## config.mk

```make
export PLATFORM = sky130hd
export DESIGN_NAME = uart_cmd_framer
export DESIGN_NICKNAME = d
export VERILOG_FILES = /design/src/rtl/uart_cmd_framer.sv
export SDC_FILE = /design/constraint.sdc
export NUM_CORES = 1
export LEC_CHECK = 0
export CORE_MARGIN = 5
export CORE_UTILIZATION = 49
export DETAILED_ROUTE_END_ITERATION = 8
export GPL_TIMING_DRIVEN = 0
export PLACE_DENSITY = 0.84
export SETUP_SLACK_MARGIN = 0.05
export SYNTH_ARGS = -nofsm -noshare
export SYNTH_HDL_FRONTEND = slang
export SYNTH_SLANG_ARGS = --single-unit
```

## constraint.sdc

```tcl
create_clock -name clk27 -period 2.4 [get_ports clk27]
set_input_delay 0.36 -clock clk27 [delete_from_list [all_inputs] [get_ports clk27]]
set_output_delay 0.36 -clock clk27 [all_outputs]
set_load 0.02 [all_outputs]
```

## src/rtl/uart_cmd_framer.sv

```systemverilog
// ---------------------------------------------------------------------------
// uart_cmd_framer
//
// Framed command parser sitting between uart_rx and the SoC control
// registers. Raw received bytes are assembled into 4-byte frames
//   SYNC, OP, ARG, CHK   with CHK = OP ^ ARG
// A good frame produces a one-cycle cmd_valid strobe with cmd_op/cmd_arg and
// queues an ACK byte for uart_tx. A bad checksum (or a mid-frame timeout when
// enabled) queues a NAK and bumps a saturating error counter. Because a
// command needs a full matching frame, line noise cannot toggle clock or
// reset controls.
//
// Optional feature macro: UART_CMD_TIMEOUT_EN
//   defined   : an inter-byte idle counter aborts a stalled partial frame
//               after TIMEOUT_CYCLES cycles (NAK + error count).
//   undefined : no counter; a partial frame waits until rx_break or reset.
//
// Handshakes: rx_valid is a one-cycle strobe with no back-pressure (the
// parser always accepts). Toward uart_tx, tx_en fires for exactly one cycle
// when a response is pending and tx_busy is low; tx_busy acts as not-ready.
//
// Ports
//   clk27          in   system clock, 27 MHz
//   reset          in   synchronous, active-high
//   rx_valid       in   received-byte strobe
//   rx_data  [7:0] in   received byte
//   rx_break       in   BREAK detected; aborts the current frame
//   tx_busy        in   uart_tx busy transmitting
//   tx_en          out  one-cycle load strobe for uart_tx
//   tx_data  [7:0] out  response byte (held after tx_en)
//   cmd_valid      out  one-cycle strobe for a validated command
//   cmd_op   [7:0] out  opcode, held until the next cmd_valid
//   cmd_arg  [7:0] out  argument, held until the next cmd_valid
//   frame_busy     out  high while a frame is being assembled
//   frame_err_cnt  out  saturating count of bad frames
//   resp_overrun   out  sticky: a pending response was overwritten
//   fsm_state[1:0] out  debug view of the parser state
// ---------------------------------------------------------------------------
module uart_cmd_framer #(
  parameter logic [7:0]  SYNC_BYTE      = 8'hA5,
  parameter logic [7:0]  ACK_BYTE       = 8'h06,
  parameter logic [7:0]  NAK_BYTE       = 8'h15,
  parameter int unsigned TIMEOUT_CYCLES = 270000
) (
  input  logic       clk27,
  input  logic       reset,
  input  logic       rx_valid,
  input  logic [7:0] rx_data,
  input  logic       rx_break,
  input  logic       tx_busy,
  output logic       tx_en,
  output logic [7:0] tx_data,
  output logic       cmd_valid,
  output logic [7:0] cmd_op,
  output logic [7:0] cmd_arg,
  output logic       frame_busy,
  output logic [7:0] frame_err_cnt,
  output logic       resp_overrun,
  output logic [1:0] fsm_state
);

  typedef enum logic [1:0] {
    S_SYNC = 2'd0,
    S_OP   = 2'd1,
    S_ARG  = 2'd2,
    S_CHK  = 2'd3
  } state_t;

  state_t     state_q, state_d;
  logic [7:0] op_q, arg_q;
  logic       resp_push;
  logic [7:0] resp_byte;
  logic       err_inc;
  logic       cmd_fire;
  logic       timeout_hit;
  logic       pend_q;

  // -------------------------------------------------------------------------
  // Optional inter-byte timeout
  // -------------------------------------------------------------------------
`ifdef UART_CMD_TIMEOUT_EN
  localparam int TW = $clog2(TIMEOUT_CYCLES + 1);

  logic [TW-1:0] to_cnt_q;

  // A byte or a break in the same cycle always wins over the timeout.
  assign timeout_hit = (state_q != S_SYNC) && !rx_break && !rx_valid &&
                       (to_cnt_q == TW'(TIMEOUT_CYCLES));

  always_ff @(posedge clk27) begin
    if (reset || rx_valid || rx_break || timeout_hit || (state_q == S_SYNC)) begin
      to_cnt_q <= '0;
    end else begin
      to_cnt_q <= to_cnt_q + TW'(1);
    end
  end
`else
  // No counter in this build; the parameter only sets the interface.
  assign timeout_hit = 1'b0 & (TIMEOUT_CYCLES == 0);
`endif

  // -------------------------------------------------------------------------
  // Parser FSM
  // -------------------------------------------------------------------------
  always_ff @(posedge clk27) begin
    if (reset) begin
      state_q <= S_SYNC;
    end else begin
      state_q <= state_d;
    end
  end

  always_comb begin
    state_d   = state_q;
    resp_push = 1'b0;
    resp_byte = ACK_BYTE;
    err_inc   = 1'b0;
    cmd_fire  = 1'b0;
    if (rx_break) begin
      // Abort silently: no response, no error count.
      state_d = S_SYNC;
    end else if (rx_valid) begin
      unique case (state_q)
        S_SYNC: if (rx_data == SYNC_BYTE) state_d = S_OP;
        // A SYNC_BYTE value here is taken as an opcode, never a resync.
        S_OP:   state_d = S_ARG;
        S_ARG:  state_d = S_CHK;
        S_CHK: begin
          state_d   = S_SYNC;
          resp_push = 1'b1;
          if (rx_data == (op_q ^ arg_q)) begin
            cmd_fire  = 1'b1;
            resp_byte = ACK_BYTE;
          end else begin
            err_inc   = 1'b1;
            resp_byte = NAK_BYTE;
          end
        end
        default: state_d = S_SYNC;
      endcase
    end else if (timeout_hit) begin
      state_d   = S_SYNC;
      resp_push = 1'b1;
      resp_byte = NAK_BYTE;
      err_inc   = 1'b1;
    end
  end

  assign frame_busy = (state_q != S_SYNC);
  assign fsm_state  = state_q;

  // Operand capture for the frame in progress.
  always_ff @(posedge clk27) begin
    if (reset) begin
      op_q  <= '0;
      arg_q <= '0;
    end else if (rx_valid && !rx_break) begin
      if (state_q == S_OP)  op_q  <= rx_data;
      if (state_q == S_ARG) arg_q <= rx_data;
    end
  end

  // -------------------------------------------------------------------------
  // Command outputs and error counter
  // -------------------------------------------------------------------------
  always_ff @(posedge clk27) begin
    if (reset) begin
      cmd_valid     <= 1'b0;
      cmd_op        <= '0;
      cmd_arg       <= '0;
      frame_err_cnt <= '0;
    end else begin
      cmd_valid <= cmd_fire;
      if (cmd_fire) begin
        cmd_op  <= op_q;
        cmd_arg <= arg_q;
      end
      if (err_inc && (frame_err_cnt != 8'hFF)) begin
        frame_err_cnt <= frame_err_cnt + 8'd1;
      end
    end
  end

  // -------------------------------------------------------------------------
  // One-entry response slot. tx_data doubles as the stored byte, so it stays
  // valid through the tx_en cycle and is held afterwards.
  // -------------------------------------------------------------------------
  assign tx_en = pend_q & ~tx_busy;

  always_ff @(posedge clk27) begin
    if (reset) begin
      pend_q       <= 1'b0;
      tx_data      <= '0;
      resp_overrun <= 1'b0;
    end else if (resp_push) begin
      pend_q  <= 1'b1;
      tx_data <= resp_byte;
      // Replacing a byte that is being sent this very cycle is not a loss.
      if (pend_q && !tx_en) resp_overrun <= 1'b1;
    end else if (tx_en) begin
      pend_q <= 1'b0;
    end
  end

endmodule

```

Word-level counts from Yosys, hierarchy flattened

Cells that the tools add are included.

Add/subtract/negate cells: 1
Equal/unequal tests: 7
Mux-type cells: 19
Bitwise logic cells: 3
Reduce and logical (&&, ||, !) cells: 13

Operator list:

| kind                  | number |
|---|---|
| $mux W8               | 2 |
| $mux W1               | 13 |
| $mux W5               | 2 |
| $add A8 B1 Y8 const B | 1 |
| $eq A8 B8 Y1          | 1 |
| $eq A8 B8 Y1 const B  | 1 |
| $ne A8 B8 Y1 const B  | 1 |
| $pmux W2 S4           | 1 |
| $reduce_and A2 Y1     | 4 |
| $xor A8 B8 Y8         | 1 |
| $eq A2 B2 Y1 const B  | 2 |
| $reduce_bool A2 Y1    | 2 |
| $logic_and A1 B1 Y1   | 3 |
| $eq A2 B1 Y1 const B  | 1 |
| $logic_not A1 Y1      | 2 |
| $logic_not A2 Y1      | 1 |
| $mux W2               | 1 |
| $ne A2 B2 Y1 const B  | 1 |
| $reduce_or A2 Y1      | 1 |
| $and A1 B1 Y1         | 1 |
| $not A1 Y1            | 1 |

Register bits: 53
Logic and storage cells: 53

Logic depth before layout (Yosys ltp)

Gate-level depths: netlist of the first run.

Depth after elaboration: 7
Gate-level depth with buffers: 7
Depth with buffers taken out: 6

Least setup slack after synthesis of the first run

Ideal clock, no wire load.

Kind: register to register
Start: register frame_err_cnt[0]
End: register frame_err_cnt[7]
Arrival time: 1.637 ns
Data required time: 2.279 ns
Path slack: 0.642 ns
Stages on the path, launching flop included: 8
Path buffers: 1
Period minus slack after synthesis: 1.758 ns
Path through: dfxtp_1 -> ha_1 -> nand3_1 -> o311a_1 -> o21ai_2 -> buf_6 -> nor4_2 -> mux2_2

Longest elaborated chain between the ends: 2
Elaborated cells on any way between the ends: 3

RTL lines:

| what                                                  | RTL line | text |
|---|---|---|
| start, declared                                       | 57       | `output logic [7:0] frame_err_cnt,` |
| start signal, assigned                                | 179      | `frame_err_cnt <= frame_err_cnt + 8'd1;` |
| branches (longest 2 deep; another with $add A8 B1 Y8) | --       |  |

Parallel ways; which one is timed is not known.
A chain may end at the register's enable or synchronous reset.

Final worst setup path of the first run

Start: input port rx_data[2]
End: register cmd_op[4]

Longest elaborated chain between the ends: 5

RTL lines:

| what                 | RTL line | text |
|---|---|---|
| start, declared      | 48       | `input logic [7:0] rx_data,` |
| $eq A8 B8 Y1         | 131      | `if (rx_data == (op_q ^ arg_q)) begin` |
| $mux W1              | 131      |  |
| $mux W1              | 123      | `unique case (state_q)` |
| $mux W1              | 122      | `end else if (rx_valid) begin` |
| $mux W1              | 119      | `if (rx_break) begin` |
| end signal, assigned | 175      | `cmd_op <= op_q;` |
| end, declared        | 54       | `output logic [7:0] cmd_op,` |

No other way between the ends.

==> results of run 1 <==
## metal layers
layer	up-vias	part of all wire [%]	global-route usage, %
met5	-	0	0
li1	881	-	-
met3	11	5.3	3.90
met4	0	2.8	8.39
met2	44	46	24.7
met1	761	46	20.2
## worst reg2reg max path: cells and delay by family (launching register included)
| kind | cells | cell delay (ns) |
|---|---|---|
| simple gates | 3 | 0.44 |
| mux | 1 | 0.21 |
| flops | 1 | 0.34 |
| xor+xnor | 1 | 0.37 |
| buf+inv | 2 | 0.41 |
## sequential cells by signal, indices dropped and copies added (netlist names)
name / flops
fsm_state: 2
cmd_op: 8
pend_q: 1
op_q: 8
cmd_valid: 1
tx_data: 3
arg_q: 8
resp_overrun: 1
cmd_arg: 8
frame_err_cnt: 8
## cells in the final DEF (no fill, tap or decap), types with 3 or more instances in the layout
cell type        synthesis  routed
mux2i_1                 18      18
nor2_1                  26      26
a21oi_1                 21      21
xnor3_1                  6       6
nor3_1                   3       3
nor2b_1                  4       4
o21ai_0                  4       4
conb_1                   1       4
inv_1                    5       5
nand2_1                 24      24
buf_4                    6       6
dfxtp_1                 48      48
clkbuf_1                 7       8
nand3_1                 20      20
or3_1                    3       3
clkbuf_8                 0       5
clkdlybuf4s50_1          0      46
ha_1                     5       5
## report_power, final
part / leakage, nW / switching, mW / internal [mW]
clock network: 0.0552 / 0.249 / 0.309
logic: 0.572 / 0.0425 / 0.0372
registers: 0.386 / 0.0000428 / 0.795
## kinds of logic after synthesis
group | Yosys count | synth area share (%)
AO/OA/AOI/OAI | 31 | 7.94
multiplexers | 19 | 8.86
XOR/XNOR | 10 | 9.27
buffers and inverters | 22 | 5.74
flip-flops | 48 | 44.5
adder cells (fa/ha/maj) | 5 | 2.90
AND/OR/NAND/NOR | 90 | 20.6
other | 1 | 0.174
## final cells by class
class                      instances  share of cell area (%)
clock inverter                     2                    1.25
clock buffer                       6                    2.59
timing repair buffer              46                    16.4
inverter                           5                   0.669
buffer                            17                    3.75
tap                               52                    2.32
sequential                        48                    34.3
multi-input combinational        159                    38.7
## how the worst max path moves through the flow
stage,end,cells after the start
3_3_place_gp,cmd_op[5],8
6_report,cmd_op[4],8
3_5_place_dp,cmd_op[4],8
4_1_cts,cmd_op[4],8
5_1_grt,cmd_op[7],8
2_1_floorplan,frame_err_cnt[7],7
## metrics by stage
stage	area (um^2)	hold slack (ns)	setup WS [ns]	utilization, %	total power, mW
after CTS	2800	0.472	0.342	64.8	1.45
after global placement	2700	0.450	0.0588	62.4	0.893
final	2800	0.468	0.353	64.8	1.43
after floorplan	2170	0.439	0.642	-	0.857
after global routing	2800	0.500	0.224	64.8	1.49
after detailed placement	2700	0.461	0.0213	62.4	0.894
==> results.txt, run 1 <==
----------------------------------------------------
[Final layout]
  Non-filler instance count after layout ... 335
  Count of antenna diodes in the layout ... 0
  Layout Area Growth over Synthesis ... 29.8%
  Area of all sequential standard cells ... 961 um^2
  Number of nets at the end of the flow ... 300
  Fillers ... 382
  Layout cells sized above 1 ... 7.42%
  Multi-input combinational cell area ... 0.00109 mm^2

[Critical path]
  Data required time of the critical path ... 2.58 ns
  Endpoint type of the worst setup path ... flip-flop
  Startpoint types ... input port
  Reg-to-reg endpoint ... cmd_op[4]
  Buf+Inv Stages, Crit Path ... 3
  Startpoint of the worst setup timing path ... rx_data[2]
  Worst Path Arrival ... 2.23 ns
  Largest fanout on the critical path ... 10
  Register-to-Register Setup Slack ... 0.52 ns
  Depth of the most critical reg-to-reg path ... 7
  Delay of the slowest critical-path stage ... 0.51 ns
  Slowest cell on the critical path ... clkdlybuf4s50_1
  Category of the most critical setup path ... input port to flip-flop
  Cells along the critical path ... clkdlybuf4s50_1 > xnor3_1 > nand4_1 > nor3_1 > buf_4 > buf_8 > mux2i_1 > nor2_1
  Delay-heaviest family, CP ... buffers and inverters
  Reg2Reg Launch Point ... arg_q[1]

[Global routing]
  Largest net degree at the start of global routing ... 15
  Global-route usage over all layers ... 15.9%
  Global-route wire length before repair ... 7.62 mm
  Via count of the first global-routing pass ... 1,657
  Global route total overflow ... 0
  Antenna violations before repair ... 0

[Drt]
  First drt pass iteration count ... 4
  First DRT Iteration DRCs ... 106
  Per-cell via count in the routed design ... 5.07
  Overall routed net length ... 4.50 mm
  WL/cell ... 13.4 um
  Post-DRT Antenna Nets ... 0
  Routed via count ... 1,697
  Total DRC errors in the routed layout ... 0

[Synth]
  Combined area of all synthesized cells ... 0.00216 mm^2
  Fraction of synthesized cell area taken by the top area cell type ... 44.5%
  Cells after synthesis ... 226
  Top post-synthesis cells by area ... dfxtp_1 44%, mux2i_1 8.3%, xnor3_1 6.3%, a21oi_1 4.9%, nand3_1 4.6%
  Yosys cell types ... 38
  EDFF count, synth ... 0
  Dominant cell by count in the synthesized netlist ... dfxtp_1
  Sequential-to-total area share from yosys stat ... 44.5%
  Leading cell types by count after synthesis ... 48 x dfxtp_1, 26 x nor2_1, 24 x nand2_1
  Mean instance size in the synthesized netlist ... 9.56 um^2
  Predominant post-synthesis flop cell ... dfxtp_1
  Number of synthesized register bits ... 48
  Cell type with the highest aggregate area in the netlist ... dfxtp_1
  Yosys warnings ... 0
  Share of synthesized registers carrying an async set or reset ... 0%

[Power and ir drop]
  Peak supply drop ... 0.410 mV
  Leakage power total ... 1.01 nW
  Power Density ... 511 mW/mm^2

[Placed design]
  Detailed placement HPWL ... 3.45 mm
  GPL Wtd Cong ... 0.848
  Number of buffers inserted by port buffering ... 46
  Number of placed instances, taps included ... 327

[Run]
  Number of max-cap violations ... 0

[Die]
  Count of boundary I/O pins ... 51
  Horizontal extent of the die ... 76.4 um
  Number of standard-cell rows in the floorplan ... 24
  Die height ... 76.4 um
  Die Footprint ... 0.00583 mm^2
  Starting density of the core ... 49.9%
  Core outline area ... 0.00432 mm^2

[STA]
  Final Max Slew Viols ... 0
  Final setup fails ... 0
  Highest Clock Rate ... 489 MHz
  Worst max-slew margin expressed relative to the limit ... 64.3%
  Final cycle utilization of the critical path ... 85.3%
  Setup repair after global routing missed its margin ... false
  Setup tns final ... 0 ns
  Clock Skew ... 0.00433 ns
  Transition at the pin with the smallest max-transition slack ... 0.535 ns
  Time the final worst path needs with I/O delays and setup ... 2.05 ns
  Count of endpoints failing hold in the final timing report ... 0

[Clock tree]
  Number of sinks driven by the clock tree ... 48
  Clock Pin Slew Worst Setup and Hold Paths ... 0.08 ns
  Worst-Skew Late Latency ... 0.30 ns
  Count of buffers added by post-CTS timing repair for setup ... 0
  CTS H-tree lvls ... 2
  Number of buffers inserted during clock tree synthesis ... 5
  Cell chosen for the clock root ... clkbuf_8
  CTS tree ... built
  Hold buffers post-CTS ... 0
  Cts repair resizes ... 0
  Number of buffers on the longest clock path ... 2

[Worst hold path]
  Worst hold path stage count ... 2
  Class of the tightest hold or removal check ... flip-flop to flip-flop
  Hold Startpoint ... pend_q
  Min-Delay Endpoint ... pend_q

[Outcome]
  Result of the run ... finished clean

----------------------------------------------------
(Power assumes the default switching activity.)
==> inputs of run 2 (changes only) <==
--- a/config.mk
+++ b/config.mk
@@ -5,6 +5,9 @@
 export SDC_FILE = /design/constraint.sdc
 export NUM_CORES = 1
 export LEC_CHECK = 0
+export ABC_CLOCK_PERIOD_IN_PS = 2400
+export CAP_MARGIN = 20
+export CORE_ASPECT_RATIO = 0.5
 export CORE_MARGIN = 5
 export CORE_UTILIZATION = 49
 export DETAILED_ROUTE_END_ITERATION = 8
==> run 2 against run 1 <==
Design area rose by 0.98%. Wire length rose by 8.4%. Utilization rose by 0.73 points. Clock power rose by 20%. Sequential power barely moved. Largest cell class unchanged. Flip-flop and latch count did not move. Die area rose by 1.4%. Final cell count rose by 1.2%.
==> results.txt, run 2 (synthesis gave the netlist of run 1 again) <==
----------------------------------------------------
[Global routing]
  Global-route wire length before repair ... 8.20 mm
  Largest net degree at the start of global routing ... 15
  Global-route usage over all layers ... 16.8%
  Global route total overflow ... 0
  Via count of the first global-routing pass ... 1,761
  Antenna violations before repair ... 0

[Drt]
  Post-DRT Antenna Nets ... 0
  WL/cell ... 14.4 um
  First DRT Iteration DRCs ... 66
  Total DRC errors in the routed layout ... 0
  Routed via count ... 1,758
  Per-cell via count in the routed design ... 5.19
  First drt pass iteration count ... 4
  Overall routed net length ... 4.88 mm

[Power and ir drop]
  Leakage power total ... 1.02 nW
  Total power ... 1.54 mW
  Power Density ... 545 mW/mm^2
  Peak supply drop ... 0.304 mV

[Final layout]
  Multi-input combinational cell area ... 0.00109 mm^2
  Count of antenna diodes in the layout ... 0
  Fillers ... 339
  Most frequent cells in the layout ... 48 x dfxtp_1, 46 x clkdlybuf4s50_1, 26 x nor2_1, 24 x nand2_1, 21 x a21oi_1
  Non-filler instance count after layout ... 339
  Leading cell type in the layout, fill and taps excluded ... dfxtp_1
  Layout Area Growth over Synthesis ... 31.1%
  Number of nets at the end of the flow ... 300
  Area of all sequential standard cells ... 961 um^2
  Layout cells sized above 1 ... 7.45%

[Die]
  Die Footprint ... 0.00592 mm^2
  Core outline area ... 0.00432 mm^2
  Number of standard-cell rows in the floorplan ... 17
  Die height ... 56.9 um
  Count of boundary I/O pins ... 51
  Starting density of the core ... 50.0%
  Horizontal extent of the die ... 104 um

[Critical path]
  Worst Path Arrival ... 2.34 ns
  Endpoint type of the worst setup path ... flip-flop
  Data required time of the critical path ... 2.58 ns
  Cells along the critical path ... clkdlybuf4s50_1 > xnor3_1 > nand4_1 > nor3_1 > buf_4 > buf_8 > mux2i_1 > nor2_1
  Slowest cell on the critical path ... clkdlybuf4s50_1
  Delay of the slowest critical-path stage ... 0.49 ns
  Largest fanout on the critical path ... 10
  Depth of the most critical reg-to-reg path ... 7
  Category of the most critical setup path ... input port to flip-flop
  Startpoint types ... input port

[Clock tree]
  Cts repair resizes ... 0
  CTS tree ... built
  Hold buffers post-CTS ... 0
  Worst-Skew Late Latency ... 0.30 ns
  Clock Pin Slew Worst Setup and Hold Paths ... 0.08 ns
  Count of buffers added by post-CTS timing repair for setup ... 0
  Number of buffers on the longest clock path ... 2
  Number of buffers inserted during clock tree synthesis ... 5
  Number of sinks driven by the clock tree ... 48
  CTS H-tree lvls ... 2
  Cell chosen for the clock root ... clkbuf_8

[Placed design]
  Detailed placement HPWL ... 3.74 mm
  Number of placed instances, taps included ... 332
  GPL Wtd Cong ... 0.878
  Number of buffers inserted by port buffering ... 46

[STA]
  Final hold slack ... 0.484 ns
  Time the final worst path needs with I/O delays and setup ... 2.16 ns
  Count of endpoints failing hold in the final timing report ... 0
  Setup repair after global routing missed its margin ... false
  Setup tns final ... 0 ns
  Clock Skew ... 0.00354 ns
  Final setup fails ... 0
  Final cycle utilization of the critical path ... 90.2%
  Highest Clock Rate ... 462 MHz
  Final Max Slew Viols ... 0

[Outcome]
  Result of the run ... finished clean

[Worst hold path]
  Class of the tightest hold or removal check ... flip-flop to flip-flop
  Worst hold path stage count ... 2

[Run]
  Number of max-cap violations ... 0

----------------------------------------------------
## run 2: cell count changes in the layout (fill, tap and decap cells not counted)
cell	before	now
bufinv_16	1	2
clkbuf_1	8	7
clkinv_2	1	0
## run 2: worst paths after layout
check	start	endpoint	slack (ns)
setup reg to reg	arg_q[0]	cmd_op[3]	0.37
setup / recovery	rx_data[2]	cmd_op[3]	0.24
hold reg to reg	pend_q	pend_q	0.48
hold / removal	pend_q	pend_q	0.48
## run 2: per-layer routing
metal | wire length, um | global-route usage [%]
met5 | 0 | 0
met4 | 94 | 7.01
met3 | 294 | 4.86
met2 | 2280 | 28.0
met1 | 2210 | 20.9
## run 2: final cells by class
cell class / instances / area share [%]
Multi-Input combinational cell: 159 / 38.4
Sequential cell: 48 / 33.9
Tap cell: 57 / 2.52
Clock inverter: 2 / 2.12
Clock buffer: 5 / 2.43
Inverter: 5 / 0.663
Timing Repair Buffer: 46 / 16.3
Buffer: 17 / 3.71
## run 2: critical path: cells and delay by family
family                 cells  cell delay [ns]
buffers and inverters      3             0.91
AND/OR/NAND/NOR            3             0.54
multiplexers               1             0.19
XOR/XNOR                   1             0.32
## run 2: metrics by stage
step	worst slack (ns)	utilization (%)	instance area, um^2
2_1_floorplan	0.642	-	2170
3_3_place_gp	0.0420	62.6	2700
3_5_place_dp	-0.000583	62.6	2700
4_1_cts	0.224	65.6	2830
5_1_grt	0.102	65.6	2830
6_report	0.236	65.6	2830
## run 2: power breakdown
part | internal [mW] | leakage, nW | switching [mW]
clock network | 0.410 | 0.0642 | 0.257
registers | 0.795 | 0.386 | 0.0000470
logic | 0.0372 | 0.572 | 0.0434
total | 1.24 | 1.02 | 0.301
==> inputs of run 3 (changes only) <==
--- a/config.mk
+++ b/config.mk
@@ -5,13 +5,14 @@
 export SDC_FILE = /design/constraint.sdc
 export NUM_CORES = 1
 export LEC_CHECK = 0
-export ABC_CLOCK_PERIOD_IN_PS = 2400
+export ABC_CLOCK_PERIOD_IN_PS = 2200
 export CAP_MARGIN = 20
 export CORE_ASPECT_RATIO = 0.5
 export CORE_MARGIN = 5
 export CORE_UTILIZATION = 49
 export DETAILED_ROUTE_END_ITERATION = 8
 export GPL_TIMING_DRIVEN = 0
+export HOLD_SLACK_MARGIN = 0.08
 export PLACE_DENSITY = 0.84
 export SETUP_SLACK_MARGIN = 0.05
 export SYNTH_ARGS = -nofsm -noshare
==> constraint.sdc (replaced) <==
create_clock -name clk27 -period 2.2 [get_ports clk27]
set_input_delay 0.33 -clock clk27 [delete_from_list [all_inputs] [get_ports clk27]]
set_output_delay 0.33 -clock clk27 [all_outputs]
set_load 0.02 [all_outputs]
==> run 3 against run 2 <==
Combinational power is 10% higher. Design area rose by 0.44%. Non-clock buffer count rose by 1. Global-route usage unchanged.
==> results.txt, run 3 (synthesis gave the netlist of run 1 again) <==
----------------------------------------------------
[Critical path]
  Category of the most critical setup path ... flip-flop to output port
  Worst Path Arrival ... 1.68 ns
  Delay of the slowest critical-path stage ... 0.59 ns
  Buf+Inv Stages, Crit Path ... 3
  Startpoint types ... flip-flop
  Slowest cell on the critical path ... clkdlybuf4s50_1
  Endpoint type of the worst setup path ... output port
  Most common cell on crit path ... inv_1
  Largest fanout on the critical path ... 4
  Cells along the critical path ... inv_1 > ha_1 > inv_1 > clkdlybuf4s50_1
  Data required time of the critical path ... 1.87 ns
  Delay-heaviest family, CP ... buffers and inverters

[Drt]
  Per-cell via count in the routed design ... 5.17
  Total DRC errors in the routed layout ... 0
  WL/cell ... 14.4 um
  Post-DRT Antenna Nets ... 0
  Routed via count ... 1,757
  First drt pass iteration count ... 4
  First DRT Iteration DRCs ... 81
  Overall routed net length ... 4.89 mm

[Power and ir drop]
  Leakage power total ... 1.03 nW
  Total power ... 1.68 mW
  Peak supply drop ... 0.332 mV
  Power Density ... 592 mW/mm^2

[Global routing]
  Met3 track demand over resource in global routing ... 4.86%
  Largest net degree at the start of global routing ... 15
  Global-route wire length before repair ... 8.20 mm
  Global route total overflow ... 0
  Antenna violations before repair ... 0
  M2 GR Usage ... 28.0%
  Via count of the first global-routing pass ... 1,761
  Met1 track demand over resource ... 20.9%
  Global-route usage over all layers ... 16.8%
  Top Usage Layer GRT ... met2

[STA]
  Setup repair after global routing missed its margin ... false
  Clock Skew ... 0.00336 ns
  Highest Clock Rate ... 499 MHz
  Time the final worst path needs with I/O delays and setup ... 2.01 ns
  Final setup fails ... 0
  Setup WS post-layout ... 0.194 ns
  Final cycle utilization of the critical path ... 91.2%
  Count of endpoints failing hold in the final timing report ... 0
  Final Max Slew Viols ... 0

[Placed design]
  GPL Wtd Cong ... 0.878
  Detailed placement HPWL ... 3.74 mm
  Post-place setup slack ... -0.171 ns
  Cell area reported after detailed placement ... 0.00270 mm^2
  Number of buffers inserted by port buffering ... 46

[Final layout]
  Count of antenna diodes in the layout ... 0
  Area of all sequential standard cells ... 961 um^2
  Layout Area Growth over Synthesis ... 31.7%
  Finished Cell Area ... 0.00284 mm^2
  Fillers ... 336
  Leading cell type in the layout, fill and taps excluded ... dfxtp_1
  Number of nets at the end of the flow ... 301
  Most frequent cells in the layout ... 48 x dfxtp_1, 46 x clkdlybuf4s50_1, 26 x nor2_1, 24 x nand2_1, 21 x a21oi_1
  Multi-input combinational cell area ... 0.00109 mm^2
  Layout cells sized above 1 ... 8.13%

[Clock tree]
  Number of buffers on the longest clock path ... 2
  CTS H-tree lvls ... 2
  Worst-Skew Late Latency ... 0.30 ns
  Number of buffers inserted during clock tree synthesis ... 5
  Number of sinks driven by the clock tree ... 48
  Cell chosen for the clock root ... clkbuf_8
  CTS tree ... built
  Hold buffers post-CTS ... 0
  Clock Pin Slew Worst Setup and Hold Paths ... 0.08 ns

[Die]
  Die height ... 56.9 um
  Number of standard-cell rows in the floorplan ... 17
  Die Footprint ... 0.00592 mm^2
  Core outline area ... 0.00432 mm^2
  Horizontal extent of the die ... 104 um
  Starting density of the core ... 50.0%
  Count of boundary I/O pins ... 51

[Run]
  Number of max-cap violations ... 0

[Outcome]
  Result of the run ... finished clean

[Worst hold path]
  Class of the tightest hold or removal check ... flip-flop to flip-flop

----------------------------------------------------
==> run 3: cell count changes in the layout (fill, tap and decap cells not counted), sizes merged <==
cell	previous run	this run
buf	10	11
==> run 3: timing repair <==
| action | in CTS | in global routing |
|---|---|---|
| buffers inserted | 0 | 1 |
| setup endpoints to repair | 0 | 9 |
| gates resized for setup | 0 | 1 |
==> run 3: metrics by stage <==
stage	util, %	cells	hold slack [ns]	setup TNS [ns]
after floorplan	-	229	0.409	0
after global placement	62.6	332	0.454	-1.12
after detailed placement	62.6	332	0.473	-1.57
after CTS	65.6	339	0.483	0
after global routing	65.9	340	0.517	0
final	65.9	340	0.484	0
==> run 3: final cells by class <==
cell class | instances | share of cell area [%]
multi-input cells | 159 | 38.4
flip-flops and latches | 48 | 33.8
repair buffers | 47 | 16.5
plain buffers | 17 | 3.70
well taps | 57 | 2.51
clock buffers | 5 | 2.42
clock inverters | 2 | 2.11
inverters | 5 | 0.660
==> run 3: worst reg2reg max path: cells and delay by family, from the launching register on <==
kind	cells	cell delay [ns]
XOR/XNOR	1	0.40
flip-flops	1	0.35
buffers and inverters	3	0.58
AND/OR/NAND/NOR	3	0.27
multiplexers	1	0.19
==> run 3: power by group <==
group | switching (mW) | internal, mW
clock network | 0.281 | 0.447
registers | 0.0000514 | 0.868
logic | 0.0476 | 0.0412
total | 0.329 | 1.36
==> run 3: path summary, 6_finish.rpt <==
check	slack (ns)	start	end	cells after the start
max	0.19	fsm_state[0]	frame_busy	4
min	0.48	pend_q	pend_q	2
max reg2reg	0.30	arg_q[0]	cmd_op[3]	8
min reg2reg	0.48	pend_q	pend_q	2
==> run 3: routing by layer <==
metal | share of wire (%) | up-vias
li1 | - | 883
met1 | 46 | 823
met2 | 47 | 41
met3 | 5.6 | 10
met4 | 1.7 | 0
met5 | 0 | -
